File: src/rtl/mips_pkg.sv
// Shared encodings for the MIPS multiply/divide unit: operation codes and FSM states.
package mips_pkg;

  localparam logic [1:0] OP_MULT  = 2'b00;
  localparam logic [1:0] OP_MULTU = 2'b01;
  localparam logic [1:0] OP_DIV   = 2'b10;
  localparam logic [1:0] OP_DIVU  = 2'b11;

  typedef logic [1:0] state_t;

  localparam state_t ST_IDLE = 2'd0;
  localparam state_t ST_MUL  = 2'd1;
  localparam state_t ST_DIV  = 2'd2;
  localparam state_t ST_FIX  = 2'd3;

endpackage

File: src/rtl/mult_div_unit.sv
// Iterative MULT/MULTU/DIV/DIVU unit owning the architectural HI/LO registers.
// One shift-add or restoring-divide step per cycle on magnitudes, signs applied in FIX.
module mult_div_unit
  import mips_pkg::*;
#(
  parameter int SIZE = 32
) (
  input  logic            clk,
  input  logic            reset,
  input  logic            start,
  input  logic [1:0]      op,
  input  logic [SIZE-1:0] a,
  input  logic [SIZE-1:0] b,
  input  logic            hi_we,
  input  logic            lo_we,
  input  logic [SIZE-1:0] wdata,
  output logic            busy,
  output logic            done,
  output logic [SIZE-1:0] hi,
  output logic [SIZE-1:0] lo
);

  localparam int CW = $clog2(SIZE);

  state_t              state_q, state_d;
  logic [CW-1:0]       cnt_q, cnt_d;
  logic [2*SIZE-1:0]   acc_q, acc_d;
  logic [SIZE-1:0]     opnd_q, opnd_d;
  logic [SIZE-1:0]     a_orig_q, a_orig_d;
  logic [SIZE-1:0]     hi_q, hi_d;
  logic [SIZE-1:0]     lo_q, lo_d;
  logic                is_div_q, is_div_d;
  logic                sign_p_q, sign_p_d;
  logic                sign_r_q, sign_r_d;
  logic                dz_q, dz_d;
  logic                done_q, done_d;

  logic                is_signed;
  logic [SIZE-1:0]     mag_a, mag_b;
  logic [SIZE:0]       mul_sum;
  logic [SIZE:0]       div_shift;
  logic [SIZE+1:0]     div_diff;
  logic                div_ok;
  logic [2*SIZE-1:0]   prod_fix;
  logic [SIZE-1:0]     quo_fix, rem_fix;

  assign is_signed = (op == OP_MULT) || (op == OP_DIV);
  assign mag_a     = (is_signed && a[SIZE-1]) ? -a : a;
  assign mag_b     = (is_signed && b[SIZE-1]) ? -b : b;

  // Upper half holds the running product (mul) or partial remainder (div).
  assign mul_sum   = {1'b0, acc_q[2*SIZE-1:SIZE]} + (acc_q[0] ? {1'b0, opnd_q} : '0);
  assign div_shift = {acc_q[2*SIZE-1:SIZE], acc_q[SIZE-1]};
  assign div_diff  = {1'b0, div_shift} - {2'b00, opnd_q};
  assign div_ok    = ~|div_diff[SIZE+1:SIZE];

  assign prod_fix  = sign_p_q ? -acc_q : acc_q;
  assign quo_fix   = sign_p_q ? -acc_q[SIZE-1:0] : acc_q[SIZE-1:0];
  assign rem_fix   = sign_r_q ? -acc_q[2*SIZE-1:SIZE] : acc_q[2*SIZE-1:SIZE];

  always_comb begin
    state_d  = state_q;
    cnt_d    = cnt_q;
    acc_d    = acc_q;
    opnd_d   = opnd_q;
    a_orig_d = a_orig_q;
    hi_d     = hi_q;
    lo_d     = lo_q;
    is_div_d = is_div_q;
    sign_p_d = sign_p_q;
    sign_r_d = sign_r_q;
    dz_d     = dz_q;
    done_d   = 1'b0;
    case (state_q)
      ST_IDLE: begin
        if (hi_we) hi_d = wdata;
        if (lo_we) lo_d = wdata;
        if (start) begin
          state_d  = op[1] ? ST_DIV : ST_MUL;
          cnt_d    = CW'(SIZE - 1);
          opnd_d   = op[1] ? mag_b : mag_a;
          acc_d    = {{SIZE{1'b0}}, (op[1] ? mag_a : mag_b)};
          a_orig_d = a;
          is_div_d = op[1];
          sign_p_d = is_signed & (a[SIZE-1] ^ b[SIZE-1]);
          sign_r_d = is_signed & a[SIZE-1];
          dz_d     = op[1] && (b == '0);
        end
      end
      ST_MUL: begin
        acc_d = {mul_sum, acc_q[SIZE-1:1]};
        cnt_d = cnt_q - 1'b1;
        if (cnt_q == '0) state_d = ST_FIX;
      end
      ST_DIV: begin
        acc_d = div_ok ? {div_diff[SIZE-1:0], acc_q[SIZE-2:0], 1'b1}
                       : {div_shift[SIZE-1:0], acc_q[SIZE-2:0], 1'b0};
        cnt_d = cnt_q - 1'b1;
        if (cnt_q == '0) state_d = ST_FIX;
      end
      default: begin
        if (!is_div_q) begin
          {hi_d, lo_d} = prod_fix;
        end else if (dz_q) begin
          hi_d = a_orig_q;
          lo_d = '1;
        end else begin
          hi_d = rem_fix;
          lo_d = quo_fix;
        end
        state_d = ST_IDLE;
        done_d  = 1'b1;
      end
    endcase
  end

  always_ff @(posedge clk) begin
    if (reset) begin
      state_q  <= ST_IDLE;
      cnt_q    <= '0;
      acc_q    <= '0;
      opnd_q   <= '0;
      a_orig_q <= '0;
      hi_q     <= '0;
      lo_q     <= '0;
      is_div_q <= 1'b0;
      sign_p_q <= 1'b0;
      sign_r_q <= 1'b0;
      dz_q     <= 1'b0;
      done_q   <= 1'b0;
    end else begin
      state_q  <= state_d;
      cnt_q    <= cnt_d;
      acc_q    <= acc_d;
      opnd_q   <= opnd_d;
      a_orig_q <= a_orig_d;
      hi_q     <= hi_d;
      lo_q     <= lo_d;
      is_div_q <= is_div_d;
      sign_p_q <= sign_p_d;
      sign_r_q <= sign_r_d;
      dz_q     <= dz_d;
      done_q   <= done_d;
    end
  end

  assign busy = (state_q != ST_IDLE);
  assign done = done_q;
  assign hi   = hi_q;
  assign lo   = lo_q;

endmodule

File: config.mk
export PLATFORM = sky130hd
export DESIGN_NAME = mult_div_unit
export DESIGN_NICKNAME = d
export VERILOG_FILES = /design/src/rtl/mips_pkg.sv /design/src/rtl/mult_div_unit.sv
export SDC_FILE = /design/constraint.sdc
export NUM_CORES = 1
export LEC_CHECK = 0
export BUFFER_PORTS_ARGS = -buffer_cell sky130_fd_sc_hd__buf_4
export CORE_MARGIN = 3
export CORE_UTILIZATION = 55
export CTS_CLUSTER_DIAMETER = 40
export DETAILED_ROUTE_END_ITERATION = 12
export GPL_ROUTABILITY_DRIVEN = 0
export HOLD_SLACK_MARGIN = 0.1
export PLACE_DENSITY = 0.77
export SLEW_MARGIN = 20
export SYNTH_ARGS = -nofsm -noshare
export SYNTH_HDL_FRONTEND = slang
export SYNTH_SLANG_ARGS = --single-unit
export TNS_END_PERCENT = 50
File: constraint.sdc
create_clock -name clk -period 4.6 [get_ports clk]
set_input_delay 0.46 -clock clk [delete_from_list [all_inputs] [get_ports clk]]
set_output_delay 0.46 -clock clk [all_outputs]
set_load 0.005 [all_outputs]
# ---- Yosys cells after proc, flatten, opt, wreduce, memory -nomap -nowiden
# Index checks and enable logic that the tools add are counted.
dict set report classes {
  n_addsub 8
  n_eq_ne 7
  muxes 26
  bitwise_logic 4
  reduce_logical 20
}
# op n
set ops {}
lappend ops {{$mux 32} 13}
lappend ops {{$mux 64} 3}
lappend ops {{$pmux 64 s3} 1}
lappend ops {{$neg 32->32} 4}
lappend ops {{$pmux 32 s2} 2}
lappend ops {{$neg 64->64} 1}
lappend ops {{$sub 33x32->34} 1}
lappend ops {{$add 32x32->33} 1}
lappend ops {{$logic_not 32->1} 1}
lappend ops {{$reduce_and 2->1} 6}
lappend ops {{$pmux 5 s2} 1}
lappend ops {{$mux 2} 3}
lappend ops {{$ne 2x2->1 const B} 3}
lappend ops {{$logic_not 5->1} 1}
lappend ops {{$mux 5} 1}
lappend ops {{$sub 5x1->5 const B} 1}
lappend ops {{$eq 2x2->1 const B} 2}
lappend ops {{$logic_not 2->1} 2}
lappend ops {{$pmux 2 s2} 1}
lappend ops {{$reduce_bool 2->1} 2}
lappend ops {{$reduce_or 2->1} 2}
lappend ops {{$logic_and 1x1->1} 3}
lappend ops {{$reduce_bool 3->1} 1}
lappend ops {{$reduce_or 3->1} 1}
lappend ops {{other kinds (7)} 8}
dict set report totals {
  reg_bits 204
  inputBits 103
  output_inout_bits 66
}

# ---- Logic depth before layout (Yosys ltp)
dict set report depth {
  depth_word 7
  ltp_mapped 14
  ltp_nobuf 13
}

# ---- Worst setup path before layout
# Ideal clock, no wire load.
dict set report synth_path {
  kind {register to register}
  startpoint {register acc_q[0]}
  endpoint {register acc_q[63]}
  arrival_ns 3.232
  setup_slack_ns 1.253
  path_stages_with_launch 15
  period_less_slack_ns 3.347
  cell_sequence {dfxtp_1 > inv_1 > clkbuf_1 > nor2_1 > ha_1 > buf_2 > and4_1 > nand2_1 > and2_1 > a221o_1 > a211oi_1 > a211oi_1 > o311ai_0 > a211oi_1 > a2111oi_0}
}
dict set report synth_between {
  elab_chain_cells 3
}
# item line
set synth_rtl {}
lappend synth_rtl {{from (decl)} mult_div_unit.sv:27} ;# logic [2*SIZE-1:0] acc_q, acc_d;
lappend synth_rtl {{from (signal assigned)} mult_div_unit.sv:121} ;# acc_q <= '0;
lappend synth_rtl {{from (signal assigned)} mult_div_unit.sv:134} ;# acc_q <= acc_d;
lappend synth_rtl {{$mux 32} mult_div_unit.sv:52} ;# assign mul_sum = {1'b0, acc_q[2*SIZE-1:SIZE]} + (acc_q[0] ? {1'b0, opnd_q} : '0);
lappend synth_rtl {{$add 32x32->33} mult_div_unit.sv:52}
lappend synth_rtl {{$pmux 64 s3} mult_div_unit.sv:74} ;# case (state_q)
# Every way passes these cells.
# A chain may end at the register's enable or synchronous reset.

# ---- Worst setup path in the final report
dict set report layout_path {
  startpoint {register acc_q[32]}
  endpoint {register acc_q[58]}
}
dict set report layout_between {
  elab_chain_cells 4
}
# item line
set layout_rtl {}
lappend layout_rtl {{$sub 33x32->34} mult_div_unit.sv:54} ;# assign div_diff = {1'b0, div_shift} - {2'b00, opnd_q};
lappend layout_rtl {{$reduce_or 2->1} mult_div_unit.sv:55} ;# assign div_ok = ~|div_diff[SIZE+1:SIZE];
lappend layout_rtl {{$mux 64} mult_div_unit.sv:96} ;# acc_d = div_ok ? {div_diff[SIZE-1:0], acc_q[SIZE-2:0], 1'b1}
lappend layout_rtl {{$pmux 64 s3 (*)} mult_div_unit.sv:74}
# Mark *: on every way between the ends. The rest lies on a longest branch, timed or not.

==> results.ini <==
[layout]
fill_cells=2654
final-seq-area_sq_mm=0.004086
area_growth_syn_to_layout_pct=14.74
multiInputGateArea_sq_mm=0.01189
final_util_pct=64.77
final_cell_mix=nand2_1 (286), nor2_1 (252), a21oi_1 (237), buf_4 (210), dfxtp_1 (202)
fin_nets=2580
drive_gt1_share_pct=12.95
final_common_cell=nand2_1

[worst_setup_path]
crit_type=reg2reg
cp.arrival_ps=4550
cp.required_ps=4940
critPathLaunch=acc_q[32]
cp-end-kind=register
cp-start-kind=register
rr_startpoint=acc_q[32]
cp_max_fo=20

[sta]
min_period_ps=4210
fin_crit_sh_pct=91.52
setup_viol=0
rsz0062_at_grt=no
hold_viol=0
fin_tns_setup_ps=0
worst_slew_pin_slew_ps=1206
relSlewSlack_pct=19.50
fin_skew_ps=26.69
slew_violations=0
timing.fmax_mhz=237.5

[logic_synthesis]
yosys_most_used_dff=dfxtp_1
seq_area_frac_synth_pct=24.09
synth_edf_count=0
syn_area_sq_mm=0.01695
yosysUniqueCellTypes=79
syn_avg_cell_area_sq_um=7.236
syn_inst=2343
synth_fp_nets=2522
yosysWarnings=0
async_flop_share_pct=0
ys_ff_latch=204

[drt]
firstDrtPassIters=7
wl_per_cell_um=22.09
via_per_inst=6.649
route.detailed.drc=0
wl_mm=62.20
num_vias=18720
drtAntennaViolNets=0
drtIter0Drc=2532

[placement]
hpwl_mm=47.83
numPortBuffers=168

[clocking]
clock-sinks=204
clock_latency_ps=510
post_cts_buffers=0
cts_root_buffer=clkbuf_16
htree_num_levels=2
clkTransAtPathRegs_ps=60
holdBufCountCts=0
cts_buffers=34
cts_tree=done
ctsLongestPathBuffers=3
cts_resized=0

[pwr]
p_leak_nw=7.915
power.density_mw_per_mm2=523.7
total_power_mw=10.19
vdd_drop_max_v=0.0003514

[global_routing]
grt_pass1_wl_mm=94.50
grt_usage_pct=35.59
grt_overflow=0
antenna_found_initial=3
grt_max_degree=72
grt_pass1_vias=16700

[floorplan]
num_rows=63
die_h_um=181.6
die-area_sq_mm=0.03297
initial_utilization_pct=56.45
core_sq_mm=0.03003
fp.dieW_um=181.6
ios=169

[status]
status=complete, no violations

[run]
cap_violations=0

[worst_hold_path]
min-delay-start=a[22]
hp-class=in2reg

power breakdown:
group	leakage, nW	internal (mW)	switching [mW]
Clock	0.565	1.60	0.961
Combinational	5.67	1.79	3.02
Sequential	1.68	2.25	0.567
worst max-delay path: stages, from the launching register on:
cell,delay [ps]
dfxtp_1,470
inv_1,230
fa_1,490
nand2b_1,190
a21oi_1,270
o21ai_0,260
o21a_1,320
nor4_1,350
o21a_1,180
or2_2,560
buf_4,380
mux2i_1,220
o221ai_1,120
per-stage QoR:
step                      cells  worst slack [ps]  hold WS, ps  area [sq um]
after floorplan            2343              1253        431.2         16950
after global placement     2755             665.6        433.2         18300
after detailed placement   2755             504.0        434.2         18300
after CTS                  2815             503.0        211.4         19450
after global routing       2816             138.1        215.5         19450
final                      2816             390.0        220.4         19450
worst paths after layout:
check                 end  slack, ps  depth (start not counted)
max             acc_q[58]        390                         12
min          a_orig_q[22]        220                          3
max reg2reg     acc_q[58]        390                         12
min reg2reg        hi[25]        440                          2
cell usage after synthesis, drive strengths merged, types with 15 or more instances:
cell | instances | area (sq um)
a211oi | 59 | 442.9
a21o | 34 | 255.2
a21oi | 240 | 1205
a22oi | 45 | 337.8
buf | 35 | 170.2
clkbuf | 153 | 575.6
dfxtp | 204 | 4084
ha | 74 | 925.9
inv | 67 | 251.5
mux2i | 68 | 680.7
nand2 | 287 | 1077
nand2b | 23 | 143.9
nand3 | 36 | 180.2
nand4 | 17 | 106.4
nor2 | 254 | 953.4
nor2b | 15 | 93.84
nor3 | 39 | 195.2
nor4 | 17 | 112.6
o211ai | 30 | 225.2
o21ai | 154 | 774.5
o31ai | 27 | 202.7
o41ai | 21 | 183.9
or3 | 26 | 162.7
or4 | 22 | 180.2
xnor2 | 115 | 1007
xor2 | 83 | 727.0
sequential cells by signal, summed over array words and instances, names as in the netlist:
name,cells
a_orig_q,32
acc_q,64
cnt_q,5
done,1
dz_q,1
hi,32
is_div_q,1
lo,32
opnd_q,32
sign_p_q,1
sign_r_q,1
state_q,2
cells by family (layout without fill, tap and decap cells):
| family | count (synthesis) | in the layout | share of synthesized area (%) |
|---|---|---|---|
| adders and majority gates | 76 | 76 | 5.697 |
| muxes | 72 | 72 | 4.280 |
| AOI/OAI and AO/OA | 747 | 747 | 28.46 |
| and+or+nand+nor | 790 | 790 | 21.34 |
| DFF | 204 | 204 | 24.09 |
| other | 0 | 1 | 0 |
| buffers and inverters | 256 | 338 | 5.904 |
| xor gates and xnor gates | 198 | 198 | 10.23 |
metal layers:
metal  share of wire [%]  GRT usage (%)  vias up
met5               0.092              0        -
met4                 4.9          15.39        4
met3                  13          9.375      210
met2                  42          53.05     1288
met1                  40          48.50     8659
li1                    -              -     8562
layout make-up:
| class | instances | share of cell area, % |
|---|---|---|
| well taps | 390 | 2.509 |
| repair buffers | 210 | 8.104 |
| multi-input cells | 1883 | 61.14 |
| diodes | 1 | 0.01286 |
| flip-flops and latches | 204 | 21.01 |
| clock inverters | 17 | 1.048 |
| inverters | 68 | 1.312 |
| clock buffers | 43 | 4.863 |
No activity file was read; power rests on OpenSTA's default activity.
